==> src/rtl/seq_alu_pkg.sv <==
`default_nettype none
// ============================================================================
//  Module      : seq_alu_pkg
//  Description : Opcode and FSM state encodings shared by the sequential ALU.
//  Revision    : 1.0 - initial release
// ============================================================================
package seq_alu_pkg;

   // Opcodes presented on the op port
   localparam logic [1:0] OP_ADD = 2'b00;
   localparam logic [1:0] OP_SUB = 2'b01;
   localparam logic [1:0] OP_MUL = 2'b10;
   localparam logic [1:0] OP_DIV = 2'b11;

   // Control FSM states
   localparam logic [1:0] ST_IDLE = 2'd0;
   localparam logic [1:0] ST_BUSY = 2'd1;
   localparam logic [1:0] ST_DONE = 2'd2;

endpackage : seq_alu_pkg
`default_nettype wire

==> src/rtl/seq_alu_muldiv.sv <==
`default_nettype none
// ============================================================================
//  Module      : seq_alu_muldiv
//  Description : Iterative W-step datapath: shift-add multiply or restoring
//                divide, one bit per clock. The same hi/lo register pair holds
//                {product_hi, product_lo} or {remainder, quotient}.
//  Revision    : 1.0 - initial release
// ============================================================================
module seq_alu_muldiv #(
   parameter int W = 8
) (
   input  logic           clk_i,
   input  logic           rst_ni,
   input  logic           start_i,
   input  logic           is_div_i,
   input  logic [W-1:0]   a_i,
   input  logic [W-1:0]   b_i,
   output logic           done_o,
   output logic [2*W-1:0] res_o
);

   localparam int CW = $clog2(W) + 1;

   logic [CW-1:0] cnt_q;
   logic [W-1:0]  hi_q, lo_q, m_q;
   logic          is_div_q;

   logic [W:0]    mul_sum;
   logic [W:0]    div_shift;
   logic [W-1:0]  div_sub;
   logic          div_neg;
   logic [W-1:0]  hi_step, lo_step;

   // One iteration of the selected algorithm computed from the current registers
   always_comb begin
      mul_sum   = {1'b0, hi_q} + {1'b0, (lo_q[0] ? m_q : {W{1'b0}})};
      div_shift = {hi_q, lo_q[W-1]};
      div_neg   = (div_shift < {1'b0, m_q});
      // When the trial subtraction succeeds the difference is below the divisor,
      // so the low W bits of the shifted remainder minus divisor are exact.
      div_sub   = div_shift[W-1:0] - m_q;
      if (is_div_q) begin
         hi_step = div_neg ? div_shift[W-1:0] : div_sub;
         lo_step = {lo_q[W-2:0], ~div_neg};
      end else begin
         hi_step = mul_sum[W:1];
         lo_step = {mul_sum[0], lo_q[W-1:1]};
      end
   end

   // Load operands on start, then iterate while the counter is non-zero
   always_ff @(posedge clk_i or negedge rst_ni) begin
      if (!rst_ni) begin
         cnt_q    <= '0;
         hi_q     <= '0;
         lo_q     <= '0;
         m_q      <= '0;
         is_div_q <= 1'b0;
      end else if (start_i) begin
         cnt_q    <= CW'(W);
         hi_q     <= '0;
         lo_q     <= is_div_i ? a_i : b_i;
         m_q      <= is_div_i ? b_i : a_i;
         is_div_q <= is_div_i;
      end else if (cnt_q != '0) begin
         cnt_q    <= cnt_q - CW'(1);
         hi_q     <= hi_step;
         lo_q     <= lo_step;
      end
   end

   // done marks the edge performing the final iteration; res_o is its outcome
   assign done_o = (cnt_q == CW'(1));
   assign res_o  = {hi_step, lo_step};

endmodule : seq_alu_muldiv
`default_nettype wire

==> src/rtl/seq_alu_w.sv <==
`default_nettype none
// ============================================================================
//  Module      : seq_alu_w
//  Description : Handshaked W-bit ALU. ADD/SUB and divide-by-zero complete in
//                the accept edge; MUL/DIV iterate W further edges. Result and
//                flags are registered and held until out_valid & out_ready.
//  Revision    : 1.0 - initial release
// ============================================================================
module seq_alu_w
   import seq_alu_pkg::*;
#(
   parameter int W = 8
) (
   input  logic           CLK,
   input  logic           rst_n,
   input  logic           in_valid,
   output logic           in_ready,
   input  logic [1:0]     op,
   input  logic [W-1:0]   a,
   input  logic [W-1:0]   b,
   output logic           out_valid,
   input  logic           out_ready,
   output logic [2*W-1:0] result,
   output logic           flag_zero,
   output logic           flag_carry,
   output logic           flag_dbz
);

   logic [1:0]     state_q, state_d;
   logic [2*W-1:0] result_q, result_d;
   logic           zero_q, zero_d;
   logic           carry_q, carry_d;
   logic           dbz_q, dbz_d;

   logic           accept;
   logic           is_dbz;
   logic           md_start;
   logic           md_done;
   logic [2*W-1:0] md_res;
   logic [W:0]     add_sum;
   logic [W:0]     sub_diff;
   logic           load;

   assign accept   = in_valid & in_ready;
   assign is_dbz   = (op == OP_DIV) && (b == '0);
   assign md_start = accept & op[1] & ~is_dbz;
   assign add_sum  = {1'b0, a} + {1'b0, b};
   assign sub_diff = {1'b0, a} - {1'b0, b};

   seq_alu_muldiv #(.W(W)) u_muldiv (
      .clk_i    (CLK),
      .rst_ni   (rst_n),
      .start_i  (md_start),
      .is_div_i (op == OP_DIV),
      .a_i      (a),
      .b_i      (b),
      .done_o   (md_done),
      .res_o    (md_res)
   );

   // State register
   always_ff @(posedge CLK or negedge rst_n) begin
      if (!rst_n) state_q <= ST_IDLE;
      else        state_q <= state_d;
   end

   // Next-state logic: single-cycle ops go straight to DONE, MUL/DIV via BUSY
   always_comb begin
      state_d = state_q;
      case (state_q)
         ST_IDLE: if (accept) state_d = md_start ? ST_BUSY : ST_DONE;
         ST_BUSY: if (md_done) state_d = ST_DONE;
         ST_DONE: if (out_ready) state_d = ST_IDLE;
         default: state_d = ST_IDLE;
      endcase
   end

   // Handshake outputs decoded from the state
   always_comb begin
      in_ready  = (state_q == ST_IDLE);
      out_valid = (state_q == ST_DONE);
   end

   // Result/flag selection: capture on accept or on the final iteration, else hold
   always_comb begin
      result_d = result_q;
      carry_d  = carry_q;
      dbz_d    = dbz_q;
      load     = 1'b0;
      if (accept && !md_start) begin
         load    = 1'b1;
         carry_d = 1'b0;
         dbz_d   = 1'b0;
         case (op)
            OP_ADD: begin
               result_d = {{(W-1){1'b0}}, add_sum};
               carry_d  = add_sum[W];
            end
            OP_SUB: begin
               result_d = {{W{1'b0}}, sub_diff[W-1:0]};
               carry_d  = sub_diff[W];
            end
            default: begin
               // Only divide-by-zero reaches here without iterating
               result_d = {a, {W{1'b1}}};
               dbz_d    = 1'b1;
            end
         endcase
      end else if ((state_q == ST_BUSY) && md_done) begin
         load     = 1'b1;
         result_d = md_res;
         carry_d  = 1'b0;
         dbz_d    = 1'b0;
      end
      zero_d = load ? (result_d == '0) : zero_q;
   end

   // Result and flag registers
   always_ff @(posedge CLK or negedge rst_n) begin
      if (!rst_n) begin
         result_q <= '0;
         zero_q   <= 1'b0;
         carry_q  <= 1'b0;
         dbz_q    <= 1'b0;
      end else begin
         result_q <= result_d;
         zero_q   <= zero_d;
         carry_q  <= carry_d;
         dbz_q    <= dbz_d;
      end
   end

   assign result     = result_q;
   assign flag_zero  = zero_q;
   assign flag_carry = carry_q;
   assign flag_dbz   = dbz_q;

endmodule : seq_alu_w
`default_nettype wire

==> config.mk <==
export PLATFORM = sky130hd
export DESIGN_NAME = seq_alu_w
export DESIGN_NICKNAME = d
export VERILOG_FILES = /design/src/rtl/seq_alu_pkg.sv /design/src/rtl/seq_alu_muldiv.sv /design/src/rtl/seq_alu_w.sv
export SDC_FILE = /design/constraint.sdc
export NUM_CORES = 1
export LEC_CHECK = 0
export ABC_AREA = 1
export BUFFER_PORTS_ARGS = -buffer_cell sky130_fd_sc_hd__buf_2
export CAP_MARGIN = 10
export CORE_MARGIN = 5
export CORE_UTILIZATION = 55
export CTS_BUF_LIST = sky130_fd_sc_hd__clkbuf_16
export DETAILED_ROUTE_END_ITERATION = 16
export MAX_ROUTING_LAYER = met4
export PLACE_DENSITY_LB_ADDON = 0.15
export SETUP_SLACK_MARGIN = 0.5
export SLEW_MARGIN = 20
export SYNTH_ARGS = -nofsm -noshare
export SYNTH_HDL_FRONTEND = slang
export SYNTH_HIERARCHICAL = 1
export SYNTH_SLANG_ARGS = --single-unit
==> constraint.sdc <==
create_clock -name CLK -period 2.6 [get_ports CLK]
set_input_delay 0.52 -clock CLK [delete_from_list [all_inputs] [get_ports CLK]]
set_output_delay 0.52 -clock CLK [all_outputs]
set_load 0.02 [all_outputs]
==> metrics <==
Crit path required time=2.84 ns; Die H=102 µm; CTS tree=yes; post-synth net total=781; vias in the first global route=5001; Area Overhead vs Synth=31.6%; post-DP HPWL=10800 µm; most common cell after layout, fill and taps aside=nand2_1; Layout Nets=883; share of cells above drive strength 1=30.5%; ys async rst share=100%; VDD IR-drop max=0.688 mV; Synth cell types=42; first-pass GRT wire length=23600 µm; most frequent CP cell=nand2_1; Via density=5.49; P_leak=0.00334 µW; DRT Pass-1 Iters=5; f_max=379 MHz; ranking of synthesized cells by area=dfrtp_1 27%, nand2_1 19%, inv_1 9.9%, ha_1 9.5%, nand3_1 6.5%; worst slew pin tran=0.531 ns; P per Cell Area=1370 mW/mm²; All-Layer GR Usage=29.9%; crit end category=flop; Slew Limit Fails=0; cell count after synthesis=720; RSZ-0062 raised after global routing=true; worst skew pair latency=0.30 ns; TritonCTS Sinks=50; Clk Tree Root Cell=clkbuf_16; Bufs and invs on worst path=2; via count=5097; Post-Syn Area=0.00461 mm²; clock transition at the registers of the reported paths=0.07 ns; final non-filler cell total=928; Crit-path slowest cell=dfrtp_2; register area share after synthesis=27.2%; Warnings, synthesis=6; arrival time worst endpoint=2.88 ns; syn_area_per_cell=6.40 µm²; maxcap violations=0; initial antenna violation count=0; htree depth=2; EDFF count, synth=0; Main synth FF type=dfrtp_1; final design utilization=74.1%; commonest cells after routing, fill and taps aside=212 x nand2_1, 106 x inv_1, 60 x buf_4; Core Area=0.00818 mm²; total grt overflow=0; post-route clock period utilization=101%; failing checks=setup timing; critical path peak fanout=5; Hold Vio Cnt, Final=0; Die X=102 µm; largest net degree at the start of global routing=32; Final Skew=0.0137 ns; crit-path leading delay family=simple AND/OR/NAND/NOR gates; Initial DRC Count=306; Avg WL per Cell=16.3 µm; clk buf depth=2; #FFs+latches synth=50; DRC=0; fin crit period=2.64 ns; post-route setup slack=-0.0371 ns; WL final=15200 µm; total CTS buffers=5; Worst Setup Path Type=flop to flop; crit-path cells=buf_6 > nand2_1 > inv_1 > fa_2 > nand3_2 > nand2_2 > xnor2_1 > nand2_1 > and2_1 > nand2_1 > nand2_1 > a21oi_2 > nand2_1 > nor2_1 > nand2_1 > nor2_2 > nand2_1 > nand2_1; status=complete, but fails checks; slowest stage delay, CP=0.44 ns; DRT antenna net count=0; HP Class=input pin to asynchronous set/reset pin; placer congestion estimate=1.03; Starting Density=56.3%; die area=0.0103 mm²; Finish-stage setup viols=1; Worst slew margin=64.6%; cell count after placement=869; antenna diode count=0; top cell type's share of synthesized area=27.2%; number of buffers added on ports=42; io pins=43; # rows=33; CP Launch Type=flop; Layout fillers=626; largest area contributor in the netlist=dfrtp_1
==> final cells by class <==
cell class | count | area, µm² | share of cell area, %
Tap cell | 105 | 131 | 2.17
Clock buffer | 5 | 125 | 2.06
Timing Repair Buffer | 114 | 813 | 13.4
Sequential cell | 50 | 1260 | 20.8
Inverter | 123 | 465 | 7.68
Multi-Input combinational cell | 528 | 3200 | 52.8
Clock inverter | 3 | 68.8 | 1.14
==> sequential cells by signal, indices dropped and copies added (netlist names) <==
register and count:
result 16, u_muldiv/hi_q 8, u_muldiv/lo_q 8, u_muldiv/m_q 8, u_muldiv/cnt_q 4, state_q 2
flag_carry 1, flag_dbz 1, flag_zero 1, u_muldiv/is_div_q 1
==> final timing paths <==
check                                              from  cells after the start                           end  slack [ns]
max in group asynchronous                         rst_n                      2  u_muldiv/hi_q[0]$_DFFE_PN0P_        1.84
hold reg to reg                    flag_dbz$_DFFE_PN0P_                      2          flag_dbz$_DFFE_PN0P_        0.47
setup reg to reg           u_muldiv/lo_q[0]$_DFFE_PN0P_                     18         flag_zero$_DFFE_PN0P_       -0.04
hold / removal                                    rst_n                      1  u_muldiv/hi_q[6]$_DFFE_PN0P_        0.20
min in group CLK                   flag_dbz$_DFFE_PN0P_                      2          flag_dbz$_DFFE_PN0P_        0.47
setup / recovery           u_muldiv/lo_q[0]$_DFFE_PN0P_                     18         flag_zero$_DFFE_PN0P_       -0.04
==> cell families (layout without fill, tap and decap cells) <==
group / count (synthesis) / after routing / synth area share, %
fa+ha+maj: 39 / 39 / 11.2
buf+inv: 142 / 245 / 12.2
simple gates: 385 / 385 / 36.2
compound gates: 98 / 98 / 12.0
xor+xnor: 6 / 6 / 1.14
flops: 50 / 50 / 27.2
==> metal layers <==
layer,routed length (µm),up-vias,track usage [%]
met2,7460,212,51.1
met4,809,0,13.4
met5,0,-,-
met3,873,64,3.31
met1,6010,2362,35.4
li1,-,2459,-
==> cells in the mapped netlist, types with 7 or more instances <==
| cell type | count |
|---|---|
| o21ai_0 | 39 |
| ha_1 | 35 |
| a21oi_1 | 38 |
| clkbuf_1 | 7 |
| nand4_1 | 9 |
| nand2_1 | 239 |
| nor2_1 | 41 |
| nor2_2 | 7 |
| a31oi_1 | 8 |
| inv_1 | 121 |
| buf_2 | 8 |
| nand3_1 | 60 |
| dfrtp_1 | 50 |
==> where the power goes <==
part | internal (µW) | switching, µW | total [µW]
Clock | 553 | 299 | 852
Sequential | 1150 | 284 | 1430
Combinational | 2600 | 3430 | 6030
==> metrics by stage <==
step / worst slack [ns] / instance area [µm²] / total power, µW / setup TNS [ns] / hold slack [ns]
CTS: 0.212 / 5750 / 7400 / 0 / 0.222
floorplan: 0.325 / 4640 / 4440 / 0 / 0.224
global route: -0.147 / 6060 / 8900 / -0.191 / 0.232
finish: -0.0371 / 6060 / 8310 / -0.0371 / 0.195
global placement: -0.158 / 5040 / 5500 / -0.158 / 0.452
detailed placement: -0.156 / 5040 / 5570 / -0.156 / 0.458
==> timing repair <==
action / CTS / global route
gates resized for setup: 59 / 54
pin swaps: 32 / 41
setup endpoints to repair: 9 / 34
setup buffers: 36 / 15
hold buffers: 0 / 0
(Power assumes the default switching activity.)
